[config.mk]
export PLATFORM = sky130hd
export DESIGN_NAME = qed_dup_sequencer
export DESIGN_NICKNAME = d
export VERILOG_FILES = /design/src/rtl/qed_dup_sequencer.sv
export SDC_FILE = /design/constraint.sdc
export NUM_CORES = 1
export LEC_CHECK = 0
export ABC_AREA = 1
export BUFFER_PORTS_ARGS = -buffer_cell sky130_fd_sc_hd__buf_2
export CAP_MARGIN = 20
export CORE_MARGIN = 3
export CORE_UTILIZATION = 40
export CTS_CLUSTER_DIAMETER = 120
export CTS_CLUSTER_SIZE = 14
export DETAILED_ROUTE_END_ITERATION = 6
export GPL_TIMING_DRIVEN = 0
export PLACE_DENSITY = 0.82
export SLEW_MARGIN = 10
export SYNTH_ARGS = -nofsm -noshare
export SYNTH_HDL_FRONTEND = slang
export SYNTH_SLANG_ARGS = --single-unit
[constraint.sdc]
create_clock -name clk -period 2.1 [get_ports clk]
set_input_delay 0.21 -clock clk [delete_from_list [all_inputs] [get_ports clk]]
set_output_delay 0.21 -clock clk [all_outputs]
set_load 0.03 [all_outputs]
[src/rtl/qed_dup_sequencer.sv]
// qed_dup_sequencer
//   Mode sequencer and final instruction mux for the QED front end. Sits
//   directly downstream of the QED instruction queue: tells the queue whether
//   to insert originals or replay duplicates (exec_dup), picks the word sent
//   to decode (original, duplicate, or l.nop bubble) and strobes qed_check
//   once every original of a batch has had its duplicate issued.
//
// Ports
//   clk                    clock
//   rst                    synchronous active-high reset
//   qed_ena                QED checking enabled
//   qed_force_dup          request an early switch to duplicate mode
//   IF_stall               fetch stage stalled
//   ifu_qimux_instruction  original fetched instruction
//   qic_qimux_instruction  instruction coming out of the queue
//   qic_vld_out            queue inserted/deleted an entry this cycle
//   exec_dup               registered mode bit to the queue (1 = replay)
//   qimux_instruction      instruction to decode (combinational)
//   qed_check              one-cycle registered "batch complete" strobe
//   qed_pending            originals recorded and not yet replayed
//
// Parameters
//   DUP_THRESHOLD  originals that force duplicate mode (1..126)
//   IDLE_TIMEOUT   idle cycles before a small batch is flushed (1..255)
//
// Build option
//   QED_IDLE_FLUSH_EN  adds an idle counter that flushes a non-empty batch
//                      after IDLE_TIMEOUT cycles in ORIG without an insert.
//
// State table
//   state    | meaning
//   ST_IDLE  | QED disabled, originals pass straight through
//   ST_ORIG  | recording originals into the queue
//   ST_DUP   | replaying duplicates from the queue until the batch drains
//   ST_CHECK | single bubble cycle, consistency check strobe
module qed_dup_sequencer #(
  parameter int unsigned DUP_THRESHOLD = 64,
  parameter int unsigned IDLE_TIMEOUT  = 32
) (
  input  logic        clk,
  input  logic        rst,
  input  logic        qed_ena,
  input  logic        qed_force_dup,
  input  logic        IF_stall,
  input  logic [31:0] ifu_qimux_instruction,
  input  logic [31:0] qic_qimux_instruction,
  input  logic        qic_vld_out,
  output logic        exec_dup,
  output logic [31:0] qimux_instruction,
  output logic        qed_check,
  output logic [6:0]  qed_pending
);

  typedef enum logic [1:0] {
    ST_IDLE  = 2'd0,
    ST_ORIG  = 2'd1,
    ST_DUP   = 2'd2,
    ST_CHECK = 2'd3
  } state_e;

  localparam logic [31:0] NOP_WORD = 32'h1500_0000;
  localparam logic [6:0]  THRESH   = 7'(DUP_THRESHOLD);

  if (DUP_THRESHOLD < 1 || DUP_THRESHOLD > 126) begin : g_bad_thresh
    $error("DUP_THRESHOLD out of range 1..126");
  end
  if (IDLE_TIMEOUT < 1 || IDLE_TIMEOUT > 255) begin : g_bad_timeout
    $error("IDLE_TIMEOUT out of range 1..255");
  end

  state_e     state_q, state_d;
  logic [6:0] cnt_q, cnt_d;
  logic       exec_dup_q, qed_check_q;
  logic       dup_del;
  logic       flush_hit;

  // A stalled fetch never sees a delete; gating here keeps the bubble and
  // the held count even if the queue strobe were to leak through.
  assign dup_del = qic_vld_out & ~IF_stall;

`ifdef QED_IDLE_FLUSH_EN
  localparam logic [7:0] IDLE_LIM = 8'(IDLE_TIMEOUT);
  logic [7:0] idle_q, idle_d;
`endif

  always_comb begin
    state_d   = state_q;
    cnt_d     = cnt_q;
    flush_hit = 1'b0;
`ifdef QED_IDLE_FLUSH_EN
    idle_d    = '0;
`endif
    case (state_q)
      ST_IDLE: begin
        if (qed_ena) state_d = ST_ORIG;
      end
      ST_ORIG: begin
        cnt_d = cnt_q + {6'd0, qic_vld_out};
`ifdef QED_IDLE_FLUSH_EN
        // Saturating so a long idle stretch with an empty batch cannot wrap.
        if (!qic_vld_out) idle_d = (idle_q == 8'hFF) ? idle_q : idle_q + 8'd1;
        flush_hit = (idle_d >= IDLE_LIM);
`endif
        if (cnt_d == THRESH)                                   state_d = ST_DUP;
        else if (flush_hit && cnt_d != '0)                     state_d = ST_DUP;
        else if ((qed_force_dup || !qed_ena) && cnt_d != '0)   state_d = ST_DUP;
        else if (!qed_ena)                                     state_d = ST_IDLE;
`ifdef QED_IDLE_FLUSH_EN
        if (state_d != ST_ORIG) idle_d = '0;
`endif
      end
      ST_DUP: begin
        // Entered only with a non-empty batch, so this cannot underflow.
        cnt_d = cnt_q - {6'd0, dup_del};
        if (cnt_d == '0) state_d = ST_CHECK;
      end
      ST_CHECK: begin
        state_d = qed_ena ? ST_ORIG : ST_IDLE;
      end
      default: state_d = ST_IDLE;
    endcase
  end

  always_ff @(posedge clk) begin
    if (rst) begin
      state_q     <= ST_IDLE;
      cnt_q       <= '0;
      exec_dup_q  <= 1'b0;
      qed_check_q <= 1'b0;
    end else begin
      state_q     <= state_d;
      cnt_q       <= cnt_d;
      exec_dup_q  <= (state_d == ST_DUP);
      qed_check_q <= (state_d == ST_CHECK);
    end
  end

`ifdef QED_IDLE_FLUSH_EN
  always_ff @(posedge clk) begin
    if (rst) idle_q <= '0;
    else     idle_q <= idle_d;
  end
`endif

  always_comb begin
    qimux_instruction = ifu_qimux_instruction;
    case (state_q)
      ST_DUP:   qimux_instruction = dup_del ? qic_qimux_instruction : NOP_WORD;
      ST_CHECK: qimux_instruction = NOP_WORD;
      default:  qimux_instruction = ifu_qimux_instruction;
    endcase
  end

  assign exec_dup    = exec_dup_q;
  assign qed_check   = qed_check_q;
  assign qed_pending = cnt_q;

endmodule

==> impl_metrics.json <==
{
  "avgSynthCellArea_sq_um": 6.47,
  "hold_viol": 0,
  "die_w_microns": 64.6,
  "cts-buffers-inserted": 3,
  "netlist_area_sq_um": 1370,
  "drt_iter0_drc": 106,
  "synth_area_leaders": "a22o_1 (17%), dfxtp_1 (16%), nand2_1 (10%)",
  "clockBufferDepth": 2,
  "power_per_cell_area_nw_per_um2": 1400,
  "period_share_pct": 95.9,
  "cp-start-kind": "flop",
  "r2r_cells": 12,
  "final_common_cell": "buf_2",
  "slowest_delay_ns": 0.37,
  "yosysTopAreaCell": "a22o_1",
  "nets": 406,
  "outcome": "finished, final reports clean",
  "clk_pin_slew_ns": 0.07,
  "met2_wirelength_microns": 2340,
  "end_kind": "output port",
  "worst-endpoint-required_ns": 1.89,
  "top_layer": "met4",
  "synth_cells": 212,
  "die_y_microns": 64.6,
  "yosys_warnings": 0,
  "vias": 1877,
  "post-route-min-period_ns": 2.01,
  "p_leak_nw": 1.17,
  "hold_path_depth": 2,
  "gp_congestion": 0.866,
  "synth_fp_nets": 290,
  "fmax_mhz": 497,
  "hold_end": "state_q[0]$_SDFF_PP0_",
  "place_area_sq_um": 1980,
  "track_usage_pct": 23.0,
  "finalPower_w": 0.00293,
  "cts_hold_buf": 0,
  "path_cells": "inv_2 > ha_1 > buf_4 > inv_1 > nor2_4 > buf_4 > a22o_1 > clkbuf_4",
  "routedWlPerCell_microns": 13.6,
  "drv_cap": 0,
  "ir_drop_v": 0.000790,
  "min_from": "rst",
  "worstReg2RegStart": "qed_pending[1]$_SDFFE_PP0P_",
  "cp_data_arrival_time_ns": 1.80,
  "yosysSeqAreaShare_pct": 16.0,
  "hpwl_microns": 4080,
  "crit_top_cell": "buf_4",
  "die_area_sq_um": 4170,
  "rsz0062_at_grt": "no",
  "setup_viol": 0,
  "via_per_inst": 5.06,
  "final_cell_mix": "buf_2 (105), nand2_1 (37), inv_1 (27), a22o_1 (27), nor2_1 (22)",
  "finalSetupTns_ns": 0,
  "core_area_sq_um": 3150,
  "antenna_left": 0,
  "r2r-end": "exec_dup$_SDFF_PP0_",
  "drc": 0,
  "diodes": 0,
  "io_buffers": 110,
  "io_pins": 111,
  "finalClockSkew_ns": 0.000475,
  "worst_pin_slew_ns": 0.431,
  "antenna_found_initial": 0,
  "fin_area_sq_um": 2090,
  "htreeDepth": 1,
  "routed_wl_microns": 5040,
  "hold_path_class": "in2reg",
  "synth_cell_type_count": 31,
  "drt_pre_antenna_iters": 4,
  "cp_max_fo": 10,
  "row_count": 20,
  "grt_overflow": 0,
  "grt_start_max_net_pins": 11,
  "clock_latency_ns": 0.28,
  "grt_pass1_vias": 1689,
  "regToRegSetupSlack_ns": 0.22,
  "finalMaxSlewViolations": 0,
  "synth_seq_cells": 11,
  "crit_type": "reg2out",
  "grt_pass1_wl_microns": 7760,
  "wl_met1_microns": 2190,
  "start_util_pct": 43.5,
  "cts_tree": "built",
  "crit_path_top_delay_cell": "dfxtp_2",
  "area_growth_pct": 52.3,
  "final_layout_size_suffix_gt1_share_pct": 47.1,
  "relSlewSlack_pct": 71.3,
  "cts-root-buf": "clkbuf_4",
  "wl_met3_microns": 373,
  "clock_sinks": 11,
  "synth_top_area_share_pct": 17.2
}
-- stage by stage --
step                worst slack (ns)  hold WS (ns)  instances  util (%)
floorplan                     0.0989         0.277        212         -
global placement              0.0345         0.406        366      62.7
detailed placement            0.0275         0.406        366      62.7
CTS                          0.00177         0.111        371      65.4
finish                        0.0868         0.105        371      66.3
global route                 0.00267         0.107        371      66.3
-- cells in the mapped netlist --
master / n
a21oi_1: 8
a22o_1: 27
a31oi_1: 1
a32o_1: 2
buf_2: 1
buf_4: 2
buf_6: 2
clkbuf_1: 5
dfxtp_1: 11
ha_1: 8
inv_1: 28
inv_2: 4
nand2_1: 37
nand2_2: 7
nand2_4: 1
nand3_1: 11
nand3_2: 1
nand3b_1: 1
nand4_1: 3
nor2_1: 23
nor2_2: 6
nor2_4: 2
nor3_1: 1
o211ai_1: 5
o21ai_0: 7
o21ai_1: 2
o21ai_2: 1
o21bai_1: 1
o221ai_1: 2
or2_2: 1
xnor2_1: 1
-- cell type report --
type                            count  area, sq um
Multi-Input combinational cell    159         1000
Fill cell                         303         1060
Clock buffer                        4         26.3
Timing Repair Buffer              111          571
Inverter                           32          120
Buffer                             10         91.3
Sequential cell                    11          224
Tap cell                           44         55.1
-- what timing repair did --
action	4_1_cts	5_1_grt
gates resized for setup	17	12
setup endpoints to repair	32	36
pin swaps	1	0
gates cloned	0	0
buffers inserted	1	0
-- cell families after synthesis --
family,Yosys count,share of synthesized area (%)
fa+ha+maj,8,7.29
compound gates,56,30.5
simple gates,94,32.3
flops,11,16.0
buf+inv,42,13.2
xor+xnor,1,0.638
-- critical path, delay by kind of cell (launching register included) --
| kind | cells | cell delay, ns |
|---|---|---|
| compound gates | 1 | 0.19 |
| fa+ha+maj | 1 | 0.19 |
| buf+inv | 5 | 0.72 |
| flops | 1 | 0.37 |
| simple gates | 1 | 0.05 |
-- metal layers --
layer / vias to the layer above / track usage [%]
li1: 955 / -
met1: 832 / 30.8
met2: 79 / 35.3
met3: 11 / 5.55
met4: 0 / 8.97
met5: - / 0
-- state kept, by name, indices dropped and copies added (netlist names) --
register,flops
qed_check,1
exec_dup,1
qed_pending,7
state_q,2
-- worst max-delay path by stage --
stage | start | end | slack (ns)
floorplan | qed_pending[0]$_SDFFE_PP0P_ | exec_dup$_SDFF_PP0_ | 0.1
global placement | state_q[0]$_SDFF_PP0_ | qimux_instruction[24] | 0.03
CTS | state_q[0]$_SDFF_PP0_ | qimux_instruction[18] | 0.002
detailed placement | state_q[0]$_SDFF_PP0_ | qimux_instruction[24] | 0.03
global route | state_q[0]$_SDFF_PP0_ | qimux_instruction[2] | 0.003
finish | state_q[0]$_SDFF_PP0_ | qimux_instruction[2] | 0.09
-- where the power goes --
group	leakage (nW)	switching, W	internal (W)
logic	1.07	0.00152	0.000870
clock network	0.0150	0.0000775	0.0000738
registers	0.0915	0.0000932	0.000293
total	1.17	0.00169	0.00124
No activity file was read; power rests on OpenSTA's default activity.
